$ cat src/rtl/smc_seq.sv
// smc_seq: serial MOSFET current/gm sorter.
// Emits a plain or rank-weighted sum of the K extreme values per transaction.
module smc_seq #(
   parameter  int CH_NUM = 6,
   parameter  int DW     = 3,
   parameter  int K      = 3,
   localparam int VW     = 3*DW+1,
   localparam int OW     = VW+$clog2(K*(K+1)/2+1)
) (
   input  logic          clk,
   input  logic          rst_n,
   input  logic          in_valid,
   input  logic [DW-1:0] W,
   input  logic [DW-1:0] V_GS,
   input  logic [DW-1:0] V_DS,
   input  logic [1:0]    mode,
   output logic          out_valid,
   output logic [OW-1:0] out_n
);

   localparam int IW = VW+1;
   localparam int CW = $clog2(CH_NUM+1);

   typedef enum logic [1:0] {
      S_IDLE,
      S_LOAD,
      S_CALC,
      S_OUT
   } state_t;

   state_t          r_state;
   logic [CW-1:0]   r_cnt;
   logic [1:0]      r_mode;
   logic [VW-1:0]   r_arr [CH_NUM];
   logic            r_out_valid;
   logic [OW-1:0]   r_out_n;

   logic [IW-1:0]   w_vov;
   logic [IW-1:0]   w_vds;
   logic [IW-1:0]   w_w;
   logic [IW-1:0]   w_cur;
   logic [IW-1:0]   w_gm;
   logic            w_isel;
   logic [VW-1:0]   w_val;
   logic [CH_NUM-1:0] w_ge;
   logic [VW-1:0]   w_nxt [CH_NUM];
   logic [CW-1:0]   w_cnt_inc;
   logic [VW-1:0]   w_pick;
   logic [OW-1:0]   w_sum;

   // Per-channel I or gm of the incoming descriptor; mode bit 0 is live on the first sample only
   always_comb begin
      w_vov = IW'(V_GS) - IW'(1);
      w_vds = IW'(V_DS);
      w_w   = IW'(W);
      w_cur = '0;
      w_gm  = '0;
      if (V_GS > DW'(1)) begin
         if (w_vov > w_vds) begin
            w_cur = w_w * (IW'(2)*w_vov*w_vds - w_vds*w_vds) / IW'(3);
            w_gm  = IW'(2) * w_w * w_vds / IW'(3);
         end else begin
            w_cur = w_w * w_vov * w_vov / IW'(3);
            w_gm  = IW'(2) * w_w * w_vov / IW'(3);
         end
      end
      w_isel = (r_state == S_IDLE) ? mode[0] : r_mode[0];
      w_val  = w_isel ? VW'(w_cur) : VW'(w_gm);
   end

   // Single-cycle insertion: keep entries >= new value, drop it in, shift the rest down
   always_comb begin
      for (int i = 0; i < CH_NUM; i++) begin
         w_ge[i] = (i < int'(r_cnt)) && (r_arr[i] >= w_val);
      end
      w_nxt[0] = w_ge[0] ? r_arr[0] : w_val;
      for (int i = 1; i < CH_NUM; i++) begin
         if (w_ge[i])
            w_nxt[i] = r_arr[i];
         else if (w_ge[i-1])
            w_nxt[i] = w_val;
         else
            w_nxt[i] = r_arr[i-1];
      end
      w_cnt_inc = r_cnt + CW'(1);
   end

   // Extreme-first selection of K entries, weighted K..1 when summing currents
   always_comb begin
      w_sum  = '0;
      w_pick = '0;
      for (int k = 0; k < K; k++) begin
         w_pick = r_mode[1] ? r_arr[k] : r_arr[CH_NUM-1-k];
         w_sum  = w_sum + OW'(w_pick) * (r_mode[0] ? OW'(K-k) : OW'(1));
      end
   end

   // Transaction FSM with registered result outputs
   always_ff @(posedge clk or negedge rst_n) begin
      if (!rst_n) begin
         r_state     <= S_IDLE;
         r_cnt       <= '0;
         r_mode      <= '0;
         r_out_valid <= 1'b0;
         r_out_n     <= '0;
         for (int i = 0; i < CH_NUM; i++) r_arr[i] <= '0;
      end else begin
         unique case (r_state)
            S_IDLE: begin
               if (in_valid) begin
                  r_arr   <= w_nxt;
                  r_cnt   <= CW'(1);
                  r_mode  <= mode;
                  r_state <= S_LOAD;
               end
            end
            S_LOAD: begin
               if (in_valid) begin
                  r_arr <= w_nxt;
                  r_cnt <= w_cnt_inc;
                  if (w_cnt_inc == CW'(CH_NUM)) r_state <= S_CALC;
               end else begin
                  for (int i = 0; i < CH_NUM; i++) r_arr[i] <= '0;
                  r_cnt   <= '0;
                  r_state <= S_IDLE;
               end
            end
            S_CALC: begin
               r_out_n     <= w_sum;
               r_out_valid <= 1'b1;
               r_state     <= S_OUT;
            end
            S_OUT: begin
               r_out_n     <= '0;
               r_out_valid <= 1'b0;
               r_cnt       <= '0;
               for (int i = 0; i < CH_NUM; i++) r_arr[i] <= '0;
               r_state     <= S_IDLE;
            end
            default: r_state <= S_IDLE;
         endcase
      end
   end

   assign out_valid = r_out_valid;
   assign out_n     = r_out_n;

endmodule

$ cat config.mk
export PLATFORM = sky130hd
export DESIGN_NAME = smc_seq
export DESIGN_NICKNAME = d
export VERILOG_FILES = /design/src/rtl/smc_seq.sv
export SDC_FILE = /design/constraint.sdc
export NUM_CORES = 1
export LEC_CHECK = 0
export CAP_MARGIN = 0
export CELL_PAD_IN_SITES_DETAIL_PLACEMENT = 0
export CELL_PAD_IN_SITES_GLOBAL_PLACEMENT = 1
export CORE_ASPECT_RATIO = 2
export CORE_MARGIN = 2
export CORE_UTILIZATION = 38
export CTS_CLUSTER_DIAMETER = 60
export CTS_CLUSTER_SIZE = 14
export DETAILED_ROUTE_END_ITERATION = 10
export HOLD_SLACK_MARGIN = 0.12
export PLACE_DENSITY_LB_ADDON = 0.1
export SLEW_MARGIN = 15
export SYNTH_ARGS = -nofsm -noshare
export SYNTH_HDL_FRONTEND = slang
export SYNTH_SLANG_ARGS = --single-unit
$ cat constraint.sdc
create_clock -name clk -period 6.4 [get_ports clk]
set_input_delay 0.64 -clock clk [delete_from_list [all_inputs] [get_ports clk]]
set_output_delay 0.64 -clock clk [all_outputs]
set_load 0.02 [all_outputs]
======== After elaboration in Yosys (flattened, before gate mapping) ========
Index checks and enable logic that the tools add are counted.
storage, ports and cells
  register bits ........................... 81
  input port bits ......................... 14
  output and inout bits ................... 14
  logic and storage cells ................. 95
cells by class
  reduce and logical (&&, ||, !) cells .... 12
  multiplexer cells ....................... 34
  magnitude comparators ................... 14
  divide/modulo/power cells ............... 4
  add/subtract/negate cells ............... 5
  equal/unequal tests ..................... 6
  multiply operators ...................... 9
operator list
  operator                 count
  $mux W10                 19
  $pmux W60 S3             1
  $mux W60                 2
  $ge A10 B10 Y1           6
  $div A11 B2 Y11 const B  3
  $pmux W13 S2             1
  $mul A10 B2 Y12          2
  $add A12 B12 Y13         1
  $add A13 B10 Y13         1
  $mul A3 B3 Y6            2
  $div A8 B2 Y11 const B   1
  $gt A11 B3 Y1            1
  $mul A3 B11 Y10          1
  $mul A3 B11 Y11          1
  $mul A8 B4 Y11           1
  $sub A11 B6 Y11          1
  $mul A10 B3 Y10          1
  $mux W2                  5
  $pmux W3 S3              1
  $mul A4 B4 Y8            1
  $pmux W2 S4              1
  $logic_and A1 B1 Y1      6
  $lt A1 B3 Y1 const A     2
  $lt A2 B3 Y1 const A     2
  other kinds (16)         21

======== Depth between registers and ports, before layout ========
Gate-level depths: netlist of the first run.
  depth in word-level cells ............... 14
  gate-level depth with buffers ........... 59
  depth with buffers taken out ............ 55

======== Worst setup path after synthesis of the first run ========
OpenSTA, ideal clock, no wires.
  kind .................................... input to register
  start ................................... input port V_GS[0]
  end ..................................... register r_arr[33] in the netlist's numbering
  stages on the path ...................... 54
  library setup time ...................... 0.162 ns
  data arrival time ....................... 11.409 ns
  path buffers ............................ 3
  required time ........................... 6.238 ns
  path slack .............................. -5.171 ns
  cell sequence ........................... inv_1 > ha_1 > clkbuf_1 > inv_1 > nand2_1 > fa_1 > inv_1 > ha_1 > fa_1 > ha_1 > fa_1 > and3_1 > or3_1 > nand2_1 > nor2_1 > fa_1 > fa_1 > ha_1 > [18 not listed] > inv_1 > ha_1 > nand2b_1 > a21o_1 > a21o_1 > a21o_1 > a21o_1 > a21o_1 > a21oi_1 > nor2b_1 > o21ai_0 > nand2b_1 > a21oi_1 > nor2_1 > nand2_1 > nand2_1 > nand2_1 > o221ai_1
between the ends
  word-level cells in the longest chain between the ends .. 14
  elaborated cells on any way between the ends .. 26
  classes of those cells .................. 2 x add/sub; 5 x mul; 3 x div; 4 x order compare; 10 x mux; 2 x reduce/logical
RTL lines
  what                         line      text
  from (decl)                  14        input logic [DW-1:0] V_GS,
  $sub A3 B1 Y4                53        w_vov = IW'(V_GS) - IW'(1);
  $mul A10 B3 Y10              60        w_cur = w_w * (IW'(2)*w_vov*w_vds - w_vds*w_vds) / IW'(3);
  $sub A11 B6 Y11              60
  $mul A3 B11 Y11              60
  $div A11 B2 Y11              60
  $mux W10                     59        if (w_vov > w_vds) begin
  $mux W10                     58        if (V_GS > DW'(1)) begin
  $mux W10 *                   68        w_val = w_isel ? VW'(w_cur) : VW'(w_gm);
  $ge A10 B10 Y1               74        w_ge[i] = (i < int'(r_cnt)) && (r_arr[i] >= w_val);
  $logic_and A1 B1 Y1          74
  $mux W10                     80        else if (w_ge[i-1])
  $mux W10 *                   78        if (w_ge[i])
  $mux W60 (on tied branches)  118, 110
  $pmux W60 S3 *               108       unique case (r_state)
  to (signal assigned)         111       r_arr <= w_nxt;
  to (signal assigned)         119       r_arr <= w_nxt;
  to (decl)                    34        logic [VW-1:0] r_arr [CH_NUM];
Every way passes the cells marked *; elsewhere a longest branch is shown, timed or not. The select of a mux whose other input is x is not followed.
A chain may end at the register's enable or synchronous reset.

======== Worst setup path in the final report of the first run ========
  start ................................... input port V_GS[0]
  end ..................................... register r_arr[8] in the netlist's numbering
Same word-level chain as after synthesis.

==> results of run 1 <==
## cells by family (layout without fill, tap and decap cells)
group	after synthesis	after routing	share of synthesized area, %
AO/OA/AOI/OAI	335	336	18.57
XOR/XNOR	50	50	3.912
adder cells (fa/ha/maj)	226	226	28.33
buffers and inverters	166	492	5.494
flip-flops	81	81	17.56
multiplexers	91	91	8.734
AND/OR/NAND/NOR	422	423	17.40
## per-layer routing
layer  GRT usage, %  vias to the layer above  wire length [um]
met1          21.87                     5423             12600
li1               -                     5477                 -
met5              0                        -                 0
met2          54.41                      197             24810
met4          20.35                        0              3657
met3          1.538                      118               564
## layout by cell type, fill, tap and decap left out, types with 19 or more instances in the layout
cell type                         synthesis  layout
sky130_fd_sc_hd__nor2_1                  89      75
sky130_fd_sc_hd__a21oi_2                  3      19
sky130_fd_sc_hd__buf_6                    0      25
sky130_fd_sc_hd__mux2i_1                 58      56
sky130_fd_sc_hd__clkdlybuf4s50_1          0      21
sky130_fd_sc_hd__buf_4                    1     305
sky130_fd_sc_hd__nand2_2                  0      24
sky130_fd_sc_hd__nor2b_1                 23      20
sky130_fd_sc_hd__o21ai_1                  9      59
sky130_fd_sc_hd__inv_1                  110      99
sky130_fd_sc_hd__xnor2_1                 36      28
sky130_fd_sc_hd__mux2_2                  28      27
sky130_fd_sc_hd__ha_4                     0      24
sky130_fd_sc_hd__dfrtp_1                 81      81
sky130_fd_sc_hd__nand2_1                170     134
sky130_fd_sc_hd__and2_1                  30      27
sky130_fd_sc_hd__fa_1                    59      56
sky130_fd_sc_hd__a21oi_1                 61      42
sky130_fd_sc_hd__nand2b_1                35      25
sky130_fd_sc_hd__a21o_1                  46      46
sky130_fd_sc_hd__ha_1                   167     140
sky130_fd_sc_hd__o21ai_0                 98      39
## per-stage QoR
| step | std cells | power, mW | util, % | setup TNS [ps] |
|---|---|---|---|---|
| 3_5_place_dp | 2009 | 8.533 | 48.83 | -346150 |
| 3_3_place_gp | 2009 | 8.441 | 48.83 | -339990 |
| 2_1_floorplan | 1371 | 5.266 | - | -242830 |
| 4_1_cts | 2047 | 9.973 | 52.93 | -263680 |
| 6_report | 2067 | 10.88 | 55.09 | -266940 |
| 5_1_grt | 2067 | 11.70 | 55.09 | -289090 |
## area by class of cell
class	count	area, um^2
clock buffer	11	232.7
clock inverter	5	127.6
fill	2830	13500
inverter	111	432.9
multi-input combinational	1126	10270
sequential	81	2027
tap	368	460.4
timing repair buffer	365	3014
## worst max-delay path by stage
stage	start	cells after the start	end	slack, ps
6_report	V_GS[0]	54	r_arr[8]	-4560
5_1_grt	V_GS[0]	56	r_arr[30]	-4870
4_1_cts	V_GS[0]	52	r_arr[20]	-4460
3_5_place_dp	V_GS[1]	55	r_arr[20]	-5870
3_3_place_gp	V_GS[1]	55	r_arr[21]	-5770
2_1_floorplan	V_GS[0]	52	r_arr[41]	-4230
## flip-flops by register name, summed over array words and instances (netlist names), named ones only
register and count:
out_n 13, out_valid 1, r_arr 60, r_cnt 3
r_mode 2, r_state 1
## Yosys cell counts, drive strengths merged, types with 6 or more instances
master / count / area (um^2)
o21ai: 108 / 544.3
o22ai: 19 / 118.9
nand3: 11 / 60.06
nand2b: 35 / 219.0
a21o: 46 / 345.3
and3: 8 / 50.05
o21bai: 6 / 45.04
o211ai: 7 / 52.55
inv: 111 / 416.7
nor4: 11 / 83.83
fa: 59 / 1181
o31ai: 11 / 87.58
mux2i: 58 / 580.6
a31oi: 15 / 108.9
o221ai: 13 / 113.9
nor2b: 23 / 143.9
a211oi: 13 / 97.59
nand2: 170 / 638.1
mux2: 28 / 315.3
nor2: 89 / 334.1
ha: 167 / 2090
a21oi: 64 / 331.6
and2: 30 / 187.7
xor2: 13 / 113.9
xnor2: 36 / 315.3
dfrtp: 81 / 2027
clkbuf: 46 / 172.7
nor3: 15 / 75.07
or3: 7 / 43.79
nor3b: 6 / 45.04
buf: 9 / 45.05
## power by group through the flow
stage	Sequential, mW	Clock [mW]	Combinational (mW)
5_1_grt	0.862	0.670	10.2
3_3_place_gp	0.841	0	7.60
2_1_floorplan	0.788	0	4.48
4_1_cts	0.836	0.651	8.49
3_5_place_dp	0.845	0	7.69
6_report	0.847	0.646	9.39
## timing repair
action | in CTS | in global routing
pin swaps | 65 | 81
setup endpoints to repair | 60 | 60
buffers inserted | 21 | 19
cloned | 1 | 1
gates resized for setup | 170 | 114
hold buffers | 0 | 0
## critical path, delay by kind of cell
family          cells  cell delay [ps]
mux                 1              130
simple gates       15             2350
fa+ha+maj          11             3750
compound gates     18             3180
xor+xnor            1              150
buf+inv             8              950
==> summary.md, run 1 <==
• **status** finished, violations left
• **violations in the final reports** negative setup slack
• **number of buffers between clock root and the deepest sink** 2
• **number of cells traversed by the worst register-to-register path** 20
• **Clk pwr share** 5.9%
• **Die Height** 250.5 um
• **final cell area excluding filler cells** 0.01656 mm^2
• **hold slack final** 143.6 ps
• **post-synthesis instance total** 1371
• **Power Density** 657.1 mW/mm^2
• **detailed-route vias per instance** 5.426
• **DRC violation total after the first TritonRoute iteration** 423
• **share of synthesized registers carrying an async set or reset** 100.0%
• **critical path class** input pin to flop
• **EDFF count, synth** 0
• **aggregate global routing overflow** 0
• **capturing element type of the critical path** flop
• **register area share after synthesis** 17.56%
• **clock sink count** 81
• **total wirelength of the detailed-routed design** 41630 um
• **Worst Setup Start Kind** input pin
• **maximum VDD drop** 0.0003913 V
• **slowest library cell on the worst path** sky130_fd_sc_hd__fa_1
• **worst rel slew slack** 10.48%
• **netlist area before placement** 0.01155 mm^2
• **largest net degree at the start of global routing** 64
• **register-to-register setup slack** 960 ps
• **number of antenna violations at the first check in global routing** 0
• **switching part of the total** 46.53%
• **clock input transition at the sequential cells of the worst setup and hold paths** 70 ps
• **Die Outline Area** 0.03188 mm^2
• **combinational share of power** 86.3%
• **Worst Clk Skew** 9.319 ps
• **Via Count** 11220
• **#FFs+latches synth** 81
• **GRT Resource Usage Total** 26.23%
• **nets@finish** 1934
• **number of H-tree branching levels** 3
• **number of distinct library cells after synthesis** 70
• **number of placement rows** 90
• **diodes inserted** 0
• **Core Area** 0.03007 mm^2
• **root buffer cell** sky130_fd_sc_hd__clkbuf_16
• **internal power component** 5.820 mW
• **total setup violations reported at the end of the flow** 60
• **growth of design area from synthesis to finish** 43.47%
• **post-synthesis area per instance** 8.422 um^2
• **setup slack after placement** -5868 ps
• **first-pass iteration count of the detailed router** 5
• **wire length of the first global-routing pass** 63710 um
• **Critical Path AT** 11200 ps
• **number of endpoints with negative hold slack in the final report** 0
• **Port Buf Inserts** 27
• **portion of total power attributed to sequential cells** 7.8%
• **final setup slack of the worst path** -4557 ps
• **final routed DRC violation total** 0
• **drt wl/cell** 20.14 um
• **ANT nets after route** 0
• **num ports** 28
• **number of buffers added by the clock tree synthesis step** 9
• **CTS tree** done
• **peak per-stage delay on the critical path** 550 ps
• **sum of net half-perimeters after detailed placement** 34180 um
• **leakage dissipation** 8.026 nW
• **overall die width** 127.3 um
• **max-cap viol count** 0
• **maximum fanout along the worst path** 6
• **final clock period utilization by the worst path** 171.2%
• **Highest Clock Rate** 91.27 MHz
• **global placer's final weighted congestion** 0.8956
• **Reg2Reg Launch Point** r_mode[1]
• **number of global-route vias before repair** 11940
• **switching power total** 5.064 mW
• **required time reported for the critical path endpoint** 6640 ps
• **cell area reported after detailed placement** 0.01468 mm^2
• **critical register-to-register path endpoint** out_n[12]
• **fraction of final layout cells with drive strength greater than 1** 35.79%
• **clock latency at the later pin of the worst-skew pair** 360 ps
• **Primary FF master, synth** sky130_fd_sc_hd__dfrtp_1
• **setup repair after global routing missed its margin** yes
• **max-slew violation count** 0
• **final worst path period need** 10960 ps
• **Post-Syn Nets** 1611
• **type of the worst min-delay path** input pin to async pin
• **synth warn** 0
• **transition time at the pin with the least slew margin** 1333 ps
• **initial core utilization** 38.40%
Note: power is estimated with default switching activity, not from simulation.
==> run 2, diff against run 1 <==
--- a/config.mk
+++ b/config.mk
@@ -11,11 +11,13 @@
 export CORE_ASPECT_RATIO = 2
 export CORE_MARGIN = 2
 export CORE_UTILIZATION = 38
+export CTS_BUF_LIST = sky130_fd_sc_hd__clkbuf_4 sky130_fd_sc_hd__clkbuf_8
 export CTS_CLUSTER_DIAMETER = 60
 export CTS_CLUSTER_SIZE = 14
 export DETAILED_ROUTE_END_ITERATION = 10
 export HOLD_SLACK_MARGIN = 0.12
 export PLACE_DENSITY_LB_ADDON = 0.1
+export REMOVE_ABC_BUFFERS = 1
 export SLEW_MARGIN = 15
 export SYNTH_ARGS = -nofsm -noshare
 export SYNTH_HDL_FRONTEND = slang
==> summary.md, run 2 (synthesized netlist as in run 1, its figures left out) <==
• **critical path class** input pin to flop, unchanged
• **num ports** 28, unchanged
• **CTS tree** done, unchanged
• **Die Outline Area** 0.03188 mm^2, unchanged
• **setup repair after global routing missed its margin** yes, unchanged
• **required time reported for the critical path endpoint** 6680 ps, was 6640 ps
• **post-cts hold buffer count** 0, unchanged
• **overall die width** 127.3 um, unchanged
• **Via Count** 11390, was 11220
• **most frequent cells in the layout** 315 x sky130_fd_sc_hd__buf_4, 143 x sky130_fd_sc_hd__ha_1, 137 x sky130_fd_sc_hd__nand2_1, was 305 x sky130_fd_sc_hd__buf_4, 140 x sky130_fd_sc_hd__ha_1, 134 x sky130_fd_sc_hd__nand2_1
• **number of placement rows** 90, unchanged
• **max-slew violation count** 0, unchanged
• **number of buffers between clock root and the deepest sink** 2, unchanged
• **DRC violation total after the first TritonRoute iteration** 416, was 423
• **final clock period utilization by the worst path** 166.2%, was 171.2%
• **Worst Setup Start Kind** input pin, unchanged
• **drt wl/cell** 20.12 um, was 20.14 um
• **nets@finish** 1948, was 1934
• **sum of net half-perimeters after detailed placement** 34640 um, was 34180 um
• **slowest library cell on the worst path** sky130_fd_sc_hd__fa_1, unchanged
• **capturing element type of the critical path** flop, unchanged
• **number of H-tree branching levels** 3, unchanged
• **first-pass iteration count of the detailed router** 4, was 5
• **clock latency at the later pin of the worst-skew pair** 400 ps, was 360 ps
• **growth of design area from synthesis to finish** 41.60%, was 43.47%
• **aggregate global routing overflow** 0, unchanged
• **final setup slack of the worst path** -4234 ps, was -4557 ps
• **transition time at the pin with the least slew margin** 933.4 ps, was 1333 ps
• **number of endpoints with negative hold slack in the final report** 0, unchanged
• **setup slack after placement** -6353 ps, was -5868 ps
• **global placer's final weighted congestion** 0.9221, was 0.8956
• **root buffer cell** sky130_fd_sc_hd__clkbuf_8, was sky130_fd_sc_hd__clkbuf_16
• **flip-flop count of the largest register after layout** 60, unchanged
• **number of antenna violations at the first check in global routing** 1, was 0
• **ANT nets after route** 0, unchanged
• **largest net degree at the start of global routing** 59, was 64
• **most common library cell in the layout ignoring fill and taps** sky130_fd_sc_hd__buf_4, unchanged
• **GRT Resource Usage Total** 26.68%, was 26.23%
• **register-to-register setup slack** 1160 ps, was 960 ps
• **number of global-route vias before repair** 12400, was 11940
• **status** finished, violations left, unchanged
• **Highest Clock Rate** 94.03 MHz, was 91.27 MHz
• **number of cells traversed by the worst register-to-register path** 19, was 20
• **Critical Path AT** 10920 ps, was 11200 ps
• **total wirelength of the detailed-routed design** 41860 um, was 41630 um
• **register ranked first by flip-flop count** r_arr, unchanged
• **Reg2Reg Launch Point** r_mode[0], was r_mode[1]
• **maximum fanout along the worst path** 6, unchanged
• **type of the worst min-delay path** input pin to async pin, unchanged
• **violations in the final reports** negative setup slack, unchanged
• **Core Area** 0.03007 mm^2, unchanged
• **total setup violations reported at the end of the flow** 60, unchanged
• **Die Height** 250.5 um, unchanged
• **clock sink count** 81, unchanged
• **peak per-stage delay on the critical path** 600 ps, was 550 ps
• **wire length of the first global-routing pass** 65120 um, was 63710 um
• **Port Buf Inserts** 27, unchanged
• **clock input transition at the sequential cells of the worst setup and hold paths** 100 ps, was 70 ps
• **fraction of final layout cells with drive strength greater than 1** 36.16%, was 35.79%
• **Worst Clk Skew** 18.46 ps, was 9.319 ps
• **max-cap viol count** 0, unchanged
• **critical register-to-register path endpoint** out_n[12], unchanged
• **number of buffers added by the clock tree synthesis step** 9, unchanged
• **final worst path period need** 10630 ps, was 10960 ps
• **worst rel slew slack** 37.77%, was 10.48%
• **initial core utilization** 38.40%, unchanged
• **final routed DRC violation total** 0, unchanged
• **detailed-route vias per instance** 5.474, was 5.426
## run 2: area by class of cell
cell class	count	area [um^2]
sequential	81	2027
antenna	1	2.502
timing repair buffer	379	3083
multi-input combinational	1126	10160
inverter	111	421.7
clock buffer	11	145.1
clock inverter	4	52.55
fill	2849	13720
tap	368	460.4
## run 2: through the flow
stage	utilization, %	setup TNS [ps]	hold slack, ps	cells	area (um^2)
3_5_place_dp	48.11	-370230	516.3	2028	14470
3_3_place_gp	48.11	-357030	505.1	2028	14470
6_report	54.38	-247720	141.7	2081	16350
2_1_floorplan	-	-309510	344.4	1316	11330
4_1_cts	53.09	-250050	138.2	2069	15960
5_1_grt	54.38	-276590	156.2	2081	16350
## run 2: worst max-delay path, delay by kind of cell
kind / cells / cell delay (ps)
AOI/OAI and AO/OA: 18 / 3020
adders and majority gates: 12 / 4080
xor gates and xnor gates: 1 / 140
muxes: 1 / 80
and+or+nand+nor: 13 / 1220
buffers and inverters: 15 / 1720
## run 2: repair_timing
action / CTS / global route
gates resized for setup: 286 / 76
pin swaps: 150 / 84
gates cloned: 2 / 0
buffers inserted: 26 / 12
setup endpoints to repair: 60 / 60
## run 2: worst max-delay path by stage
stage          startpoint        end  slack [ps]  depth (start not counted)
2_1_floorplan     V_GS[1]  r_arr[21]       -5480                         48
3_3_place_gp      V_GS[0]  r_arr[41]       -6160                         51
3_5_place_dp      V_GS[0]  r_arr[42]       -6350                         51
4_1_cts           V_GS[1]  r_arr[21]       -4240                         53
5_1_grt           V_GS[0]  r_arr[13]       -4710                         57
6_report          V_GS[0]  r_arr[59]       -4230                         60
## run 2: routing by layer
| metal | vias to the layer above | share of wire (%) | track usage, % |
|---|---|---|---|
| met5 | - | 0 | 0 |
| met2 | 237 | 59 | 55.61 |
| li1 | 5493 | - | - |
| met3 | 153 | 1.7 | 1.901 |
| met4 | 0 | 9.2 | 21.29 |
| met1 | 5509 | 30 | 21.54 |
Power of run 2 is not shown: default switching activity piles up to over one toggle a cycle in this logic, so the estimate is an artifact.
